`config.mk`:
```
export PLATFORM = sky130hd
export DESIGN_NAME = text_pixel_render_flat
export DESIGN_NICKNAME = d
export VERILOG_FILES = /design/src/rtl/text_pixel_render_if.sv /design/src/rtl/text_pixel_render.sv /design/src/flat_wrapper.sv
export SDC_FILE = /design/constraint.sdc
export NUM_CORES = 1
export LEC_CHECK = 0
export CAP_MARGIN = 20
export CORE_AREA = 2 2 104 56
export DETAILED_ROUTE_END_ITERATION = 6
export DIE_AREA = 0 0 106 58
export GPL_ROUTABILITY_DRIVEN = 0
export SLEW_MARGIN = 20
export SYNTH_ARGS = -nofsm -noshare
export SYNTH_HDL_FRONTEND = slang
export SYNTH_SLANG_ARGS = --single-unit
export TNS_END_PERCENT = 20
```
`constraint.sdc`:
```
create_clock -name clk -period 2.4 [get_ports clk]
set_input_delay 0.36 -clock clk [delete_from_list [all_inputs] [get_ports clk]]
set_output_delay 0.36 -clock clk [all_outputs]
set_load 0.1 [all_outputs]
```
`src/rtl/text_pixel_render_if.sv`:
```
// Pixel-stream bundle between the text overlay front end, the font ROM and the renderer.
interface text_pixel_render_if #(
  parameter int unsigned RGB_W = 12
);
  logic             pix_tick;
  logic             frame_tick;
  logic             video_on;
  logic             hsync;
  logic             vsync;
  logic [RGB_W-1:0] bg_rgb;
  logic             text_on;
  logic [2:0]       bit_addr;
  logic [10:0]      rom_addr;
  logic             blink_en;
  logic [10:0]      font_addr;
  logic [7:0]       font_data;
  logic [RGB_W-1:0] rgb_o;
  logic             hsync_o;
  logic             vsync_o;

  // Pixel source / ROM side
  modport master (
    output pix_tick, frame_tick, video_on, hsync, vsync, bg_rgb,
           text_on, bit_addr, rom_addr, blink_en, font_data,
    input  font_addr, rgb_o, hsync_o, vsync_o
  );

  // Renderer side
  modport slave (
    input  pix_tick, frame_tick, video_on, hsync, vsync, bg_rgb,
           text_on, bit_addr, rom_addr, blink_en, font_data,
    output font_addr, rgb_o, hsync_o, vsync_o
  );
endinterface

```
`src/rtl/text_pixel_render.sv`:
```
// Text overlay pixel renderer: font ROM lookup, glyph/background mix, sync
// alignment and a frame-synchronous blink gate.
module text_pixel_render #(
  parameter int unsigned     RGB_W        = 12,
  parameter logic [RGB_W-1:0] FG_RGB      = 12'hFFF,
  parameter int unsigned     BLINK_FRAMES = 30,
  parameter int unsigned     CNT_W        = 6,
  parameter logic            SYNC_IDLE    = 1'b1
) (
  input  logic                 clk,
  input  logic                 rst,
  text_pixel_render_if.slave   bus
);

  localparam int unsigned BIT_W = 3;

  typedef enum logic [1:0] {
    ST_SOLID = 2'd0,
    ST_SHOW  = 2'd1,
    ST_HIDE  = 2'd2
  } blink_state_e;

  blink_state_e     state_q, state_d;
  logic [CNT_W-1:0] cnt_q, cnt_d;

  logic             tick_d1_q;
  logic             text_on_a_q;
  logic [BIT_W-1:0] bit_addr_a_q;
  logic             video_on_a_q;
  logic             hsync_a_q;
  logic             vsync_a_q;
  logic [RGB_W-1:0] bg_rgb_a_q;

  logic [RGB_W-1:0] rgb_q;
  logic             hsync_q;
  logic             vsync_q;

  logic             glyph_bit_c;
  logic             visible_c;

  // ROM address goes straight out so the ROM samples it on the pix_tick edge
  assign bus.font_addr = bus.rom_addr;

  // Blink state and frame counter registers
  always_ff @(posedge clk) begin
    if (rst) begin
      state_q <= ST_SOLID;
      cnt_q   <= '0;
    end else begin
      state_q <= state_d;
      cnt_q   <= cnt_d;
    end
  end

  // Blink next-state: only frame_tick edges move the FSM, so visibility is stable within a frame
  always_comb begin
    state_d = state_q;
    cnt_d   = cnt_q;
    if (bus.frame_tick) begin
      case (state_q)
        ST_SOLID: begin
          if (bus.blink_en) begin
            state_d = ST_SHOW;
            cnt_d   = '0;
          end
        end
        ST_SHOW, ST_HIDE: begin
          if (!bus.blink_en) begin
            state_d = ST_SOLID;
            cnt_d   = '0;
          end else if (cnt_q == CNT_W'(BLINK_FRAMES - 1)) begin
            state_d = (state_q == ST_SHOW) ? ST_HIDE : ST_SHOW;
            cnt_d   = '0;
          end else begin
            cnt_d   = cnt_q + CNT_W'(1);
          end
        end
        default: begin
          state_d = ST_SOLID;
          cnt_d   = '0;
        end
      endcase
    end
  end

  // Stage A: capture pixel sidebands while the ROM fetches the glyph row
  always_ff @(posedge clk) begin
    if (rst) begin
      tick_d1_q    <= 1'b0;
      text_on_a_q  <= 1'b0;
      bit_addr_a_q <= '0;
      video_on_a_q <= 1'b0;
      hsync_a_q    <= SYNC_IDLE;
      vsync_a_q    <= SYNC_IDLE;
      bg_rgb_a_q   <= '0;
    end else begin
      tick_d1_q <= bus.pix_tick;
      if (bus.pix_tick) begin
        text_on_a_q  <= bus.text_on;
        bit_addr_a_q <= bus.bit_addr;
        video_on_a_q <= bus.video_on;
        hsync_a_q    <= bus.hsync;
        vsync_a_q    <= bus.vsync;
        bg_rgb_a_q   <= bus.bg_rgb;
      end
    end
  end

  // MSB of the font row is the leftmost pixel
  assign glyph_bit_c = bus.font_data[BIT_W'(3'd7 - bit_addr_a_q)];
  assign visible_c   = (state_q != ST_HIDE);

  // Stage B: colour mix and sync alignment, one edge after stage A
  always_ff @(posedge clk) begin
    if (rst) begin
      rgb_q   <= '0;
      hsync_q <= SYNC_IDLE;
      vsync_q <= SYNC_IDLE;
    end else if (tick_d1_q) begin
      if (!video_on_a_q) begin
        rgb_q <= '0;
      end else if (text_on_a_q && glyph_bit_c && visible_c) begin
        rgb_q <= FG_RGB;
      end else begin
        rgb_q <= bg_rgb_a_q;
      end
      hsync_q <= hsync_a_q;
      vsync_q <= vsync_a_q;
    end
  end

  assign bus.rgb_o   = rgb_q;
  assign bus.hsync_o = hsync_q;
  assign bus.vsync_o = vsync_q;

endmodule

```
`src/flat_wrapper.sv`:
```
// flat-port wrapper written by rule: the top's interface ports become plain ports
module text_pixel_render_flat 
#(
  parameter int unsigned     RGB_W        = 12,
  parameter logic [RGB_W-1:0] FG_RGB      = 12'hFFF,
  parameter int unsigned     BLINK_FRAMES = 30,
  parameter int unsigned     CNT_W        = 6,
  parameter logic            SYNC_IDLE    = 1'b1
)
  (clk, rst, bus_pix_tick, bus_frame_tick, bus_video_on, bus_hsync, bus_vsync, bus_bg_rgb, bus_text_on, bus_bit_addr, bus_rom_addr, bus_blink_en, bus_font_data, bus_font_addr, bus_rgb_o, bus_hsync_o, bus_vsync_o);
  text_pixel_render_if #(.RGB_W(RGB_W)) bus_i ();
  input  logic clk;
  input  logic rst;
  input wire logic [$bits(bus_i.pix_tick)-1:0] bus_pix_tick;
  input wire logic [$bits(bus_i.frame_tick)-1:0] bus_frame_tick;
  input wire logic [$bits(bus_i.video_on)-1:0] bus_video_on;
  input wire logic [$bits(bus_i.hsync)-1:0] bus_hsync;
  input wire logic [$bits(bus_i.vsync)-1:0] bus_vsync;
  input wire logic [$bits(bus_i.bg_rgb)-1:0] bus_bg_rgb;
  input wire logic [$bits(bus_i.text_on)-1:0] bus_text_on;
  input wire logic [$bits(bus_i.bit_addr)-1:0] bus_bit_addr;
  input wire logic [$bits(bus_i.rom_addr)-1:0] bus_rom_addr;
  input wire logic [$bits(bus_i.blink_en)-1:0] bus_blink_en;
  input wire logic [$bits(bus_i.font_data)-1:0] bus_font_data;
  output wire logic [$bits(bus_i.font_addr)-1:0] bus_font_addr;
  output wire logic [$bits(bus_i.rgb_o)-1:0] bus_rgb_o;
  output wire logic [$bits(bus_i.hsync_o)-1:0] bus_hsync_o;
  output wire logic [$bits(bus_i.vsync_o)-1:0] bus_vsync_o;
  assign bus_i.pix_tick = bus_pix_tick;
  assign bus_i.frame_tick = bus_frame_tick;
  assign bus_i.video_on = bus_video_on;
  assign bus_i.hsync = bus_hsync;
  assign bus_i.vsync = bus_vsync;
  assign bus_i.bg_rgb = bus_bg_rgb;
  assign bus_i.text_on = bus_text_on;
  assign bus_i.bit_addr = bus_bit_addr;
  assign bus_i.rom_addr = bus_rom_addr;
  assign bus_i.blink_en = bus_blink_en;
  assign bus_i.font_data = bus_font_data;
  assign bus_font_addr = bus_i.font_addr;
  assign bus_rgb_o = bus_i.rgb_o;
  assign bus_hsync_o = bus_i.hsync_o;
  assign bus_vsync_o = bus_i.vsync_o;
  text_pixel_render #(.RGB_W(RGB_W), .FG_RGB(FG_RGB), .BLINK_FRAMES(BLINK_FRAMES), .CNT_W(CNT_W), .SYNC_IDLE(SYNC_IDLE)) u_core (.clk(clk), .rst(rst), .bus(bus_i));
endmodule
```
==> After elaboration in Yosys (flattened, before gate mapping) <==
Index checks and enable logic that the tools add are counted.
{ "word_totals": {"ff_bits": 42, "inputBits": 43, "out_inout_bits": 25, "word_cells": 40} }
{ "op_classes": {"n_addsub": 2, "n_lt_le_gt_ge": 1, "n_eq_ne": 6, "n_mux": 13, "n_reduce_logical": 6} }
{ "op_table": {"columns": ["operator", "count"], "rows": [
  ["$mux W12", 2],
  ["$mux W6", 3],
  ["$pmux W6 S2", 1],
  ["$mux W2", 4],
  ["$add A6 B1 Y6 const B", 1],
  ["$eq A6 B5 Y1 const B", 1],
  ["$lt A3 B4 Y1 const B", 1],
  ["$ne A2 B2 Y1 const B", 2],
  ["$pmux W2 S2", 1],
  ["$bmux W1 S3", 1],
  ["$ne A3 B2 Y1 const B", 1],
  ["$reduce_and A3 Y1", 1],
  ["$sub A3 B3 Y3 const A", 1],
  ["$eq A2 B1 Y1 const B", 1],
  ["$eq A2 B2 Y1 const B", 1],
  ["$logic_and A1 B1 Y1", 2],
  ["$logic_not A2 Y1", 1],
  ["$reduce_and A2 Y1", 1],
  ["$reduce_or A2 Y1", 1],
  ["$mux W1", 1]
]} }

==> Depth between registers and ports, before layout <==
{ "logic_depth": {"word_depth": 7, "mapped_depth": 6, "depth_no_buf": 6} }

==> Worst setup path after synthesis <==
OpenSTA, ideal clock, no wires.
{ "synth_timing": {"path_kind": "reg2reg", "from": "register u_core.bit_addr_a_q[0]", "to": "register u_core.rgb_q[10], in the netlist u_core.bus.rgb_o[10]", "setup_ns": 0.122, "t_arrival_ns": 1.606, "t_required_ns": 2.278, "path_slack_ns": 0.672, "path_stages_with_launch": 6, "path_buffers": 1, "period_less_slack_ns": 1.728, "cell_sequence": "dfxtp_1 -> mux4_1 -> mux2i_1 -> and4bb_4 -> buf_6 -> a221o_1"} }
{ "synth_via": {"elab_chain_len": 7} }
{ "synth_rtl": {"columns": ["element", "line_no", "text"], "rows": [
  ["start: declaration", "text_pixel_render.sv:28", "logic [BIT_W-1:0] bit_addr_a_q;"],
  ["start signal: assignment", "text_pixel_render.sv:100", "bit_addr_a_q <= bus.bit_addr;"],
  ["$sub A3 B3 Y3", "text_pixel_render.sv:110", "assign glyph_bit_c = bus.font_data[BIT_W'(3'd7 - bit_addr_a_q)];"],
  ["$bmux W1 S3", "text_pixel_render.sv:110", null],
  ["$mux W1 (implied by the code)", "text_pixel_render.sv:110", null],
  ["$logic_and A1 B1 Y1 (2 in series)", "text_pixel_render.sv:122", "end else if (text_on_a_q && glyph_bit_c && visible_c) begin"],
  ["$mux W12", "text_pixel_render.sv:122", null],
  ["$mux W12", "text_pixel_render.sv:120", "if (!video_on_a_q) begin"],
  ["end signal: assignment", "text_pixel_render.sv:125", "rgb_q <= bg_rgb_a_q;"],
  ["end: declaration", "text_pixel_render.sv:34", "logic [RGB_W-1:0] rgb_q;"]
]} }
No other way between the ends. The select of a mux whose other input is x is not followed.
A chain may end at the register's enable or synchronous reset.

==> Worst setup path after layout <==
{ "layout_timing": {"from": "register u_core.bit_addr_a_q[0]", "to": "register u_core.rgb_q[0], in the netlist u_core.bus.rgb_o[0]"} }
Same word-level chain as after synthesis.

==> metrics.txt <==
outcome=completed; Sw Ratio=0.236; synth top area cells=dfxtp_1 (47%), mux2i_1 (10%), a221o_1 (5.6%); Layout Nets=252; Max-Cap Viols=0; GRT Util Overall=0.129; post-route ant nets=0; top post-synthesis cells by count=dfxtp_1 (42), nor2_1 (24), mux2i_1 (18); reg2reg setup slack=0.59 ns; die height=58 µm; Core ar.=5250 µm²; Distinct cells, synth=30; first-pass GRT wire length=6.01 mm; crit path DAT=1.99 ns; Fin. Hold Viols=0; Critical path origin=u_core.bit_addr_a_q[0]; Num CTS Buffers=5; Yosys warning count=0; LEAKAGE=0.951 nW; area grow syn2layout=28.9%; Max stage delay cell, worst path=mux4_1; worst slew pin tran=0.803 ns; CP peak stage delay=0.58 ns; post-synth top area cell=dfxtp_1; hold_ws=0.465 ns; DRC=0; Worst R2R Start=u_core.bit_addr_a_q[0]; PwrDens=646 nW/µm²; Post-synth EDFFs=0; CP endpoint=u_core.bus.rgb_o[0]; Req. time, crit path=2.58 ns; CTS tree=done; most common cell in the synthesized netlist=dfxtp_1; Setup Fix Bufs, Post-CTS=0; die width=106 µm; cell total after placement=269; Worst-Skew Late Latency=0.29 ns; Mapped Cells=167; Clock transition at path regs=0.08 ns; Max VDD drop=0.249 mV; Antenna diodes=0; register area share after synthesis=0.473; syn_nets=216; clk sinks=42; Post-CTS Hold Buffers=0; largest buffer count on any clock path=2; synthesized flop and latch total=42; Crit. path cell count=4; final max-slew violation count=0; Register-to-Register Path Depth=4; via count=1254; minimum clock period after layout=1.81 ns; Buf+Inv Stages, Crit Path=0; power share of the clock group=0.370; Root Driver=clkbuf_8; RSZ-0062 raised after global routing=false; first drt pass iteration count=4; First DRT Iteration DRCs=28; layout cells sized above 1=0.137; Top FF cell, synth=dfxtp_1; Setup crit start kind=flip-flop; Initial Util=0.338; WL/cell=13.0 µm; worst-path maximum fanout=12; drt total wl=3.59 mm; Pint=1.13 mW; vias in the first global route=1203; Fmax=553 MHz; gr ovfl total=0; crit end category=flip-flop; Setup CP Type=reg -> reg; Mapped Area=1780 µm²; r2r endpoint=u_core.bus.rgb_o[0]; clk_skew=0.00661 ns; hpwl dp=2.55 mm; Gate power share=0.126; Via density=4.53; setup TNS=0 ns; initial antenna violation count=0; Final Setup Violations=0; switching power=0.349 mW; Slew headroom=0.462; ys async rst share=0; fillers=515; Final period util=0.754; number of placement rows=19; Largest delay share family, worst path=multiplexers; Seq pwr share=0.503; IO Pins=68; Non-Filler Instances=277; hold path start=u_core.vsync_a_q; largest net degree at the start of global routing=27; Die ar.=6150 µm²; CTS resizes=0; Cell Chain, Critical Path=mux4_1 > mux2i_1 > and4bb_4 > a221o_2; syn_area_per_cell=10.6 µm²; H-tree depth=2; Power, Total=1.48 mW; Yosys top cell area share=0.473; Worst Hold Class=reg -> reg; Port Buffers=45
## layout make-up
class,instances,area (µm²),share of cell area
inverter,4,15.0,0.00655
timing repair buffer,49,445,0.194
multi-input combinational,101,788,0.344
tap,73,91.3,0.0399
clock buffer,6,72.6,0.0317
sequential,42,841,0.367
clock inverter,2,37.5,0.0164
## flip-flops by register name (all words and copies together) (netlist names)
register	flops
u_core.tick_d1_q	1
u_core.cnt_q	6
u_core.text_on_a_q	1
u_core.bit_addr_a_q	3
u_core.state_q	2
u_core.bus.hsync_o	1
u_core.bus.rgb_o	12
u_core.video_on_a_q	1
u_core.bus.vsync_o	1
u_core.bg_rgb_a_q	12
u_core.vsync_a_q	1
u_core.hsync_a_q	1
## worst register-to-register path, cell delays in order, from the launching register on
cell,delay (ns)
dfxtp_1,0.39
mux4_1,0.58
mux2i_1,0.13
and4bb_4,0.29
a221o_2,0.31
## metal layers
metal  track usage  wire length [µm]  vias to the layer above
met5             0                 0                        -
met4        0.0395                27                        0
met3        0.0585               212                        2
met2         0.168              1290                       34
met1         0.187              2070                      561
li1              -                 -                      657
## cell families after synthesis
family	synth area share
and+or+nand+nor	0.125
AOI/OAI and AO/OA	0.121
buffers and inverters	0.0837
DFF	0.473
adders and majority gates	0.0422
muxes	0.131
xor gates and xnor gates	0.0246
## through the flow
step | worst slack (ns) | utilization | area, µm²
2_1_floorplan | 0.672 | - | 1780
3_5_place_dp | 0.270 | 0.415 | 2180
3_3_place_gp | 0.298 | 0.415 | 2180
6_report | 0.590 | 0.436 | 2290
4_1_cts | 0.583 | 0.436 | 2290
5_1_grt | 0.534 | 0.436 | 2290
## power groups by stage
| stage | Sequential (mW) | Clock (mW) | Combinational (mW) |
|---|---|---|---|
| 2_1_floorplan | 0.785 | 0 | 0.168 |
| 3_3_place_gp | 0.760 | 0 | 0.186 |
| 3_5_place_dp | 0.760 | 0 | 0.188 |
| 4_1_cts | 0.744 | 0.570 | 0.188 |
| 5_1_grt | 0.749 | 0.605 | 0.203 |
| 6_report | 0.744 | 0.548 | 0.187 |
## worst min path at each step
| stage | endpoint | slack, ns | depth (start not counted) |
|---|---|---|---|
| after floorplan | u_core.bus.hsync_o | 0.43 | 1 |
| after global placement | u_core.bus.vsync_o | 0.45 | 1 |
| after detailed placement | u_core.bus.vsync_o | 0.45 | 1 |
| after CTS | u_core.bus.vsync_o | 0.47 | 1 |
| after global routing | u_core.bus.rgb_o[8] | 0.50 | 1 |
| final | u_core.bus.vsync_o | 0.46 | 1 |
## cells in the final DEF, fill, tap and decap left out, types with 3 or more instances in the layout
cell type,instances
a211o_1,4
a21oi_1,3
a221o_1,10
buf_4,18
clkbuf_8,5
clkdlybuf4s50_1,31
dfxtp_1,42
ha_1,6
inv_1,4
mux2i_1,18
nand2_1,4
nand4_1,3
nor2_1,24
nor2b_1,5
xor2_1,5
(Power assumes the default switching activity.)
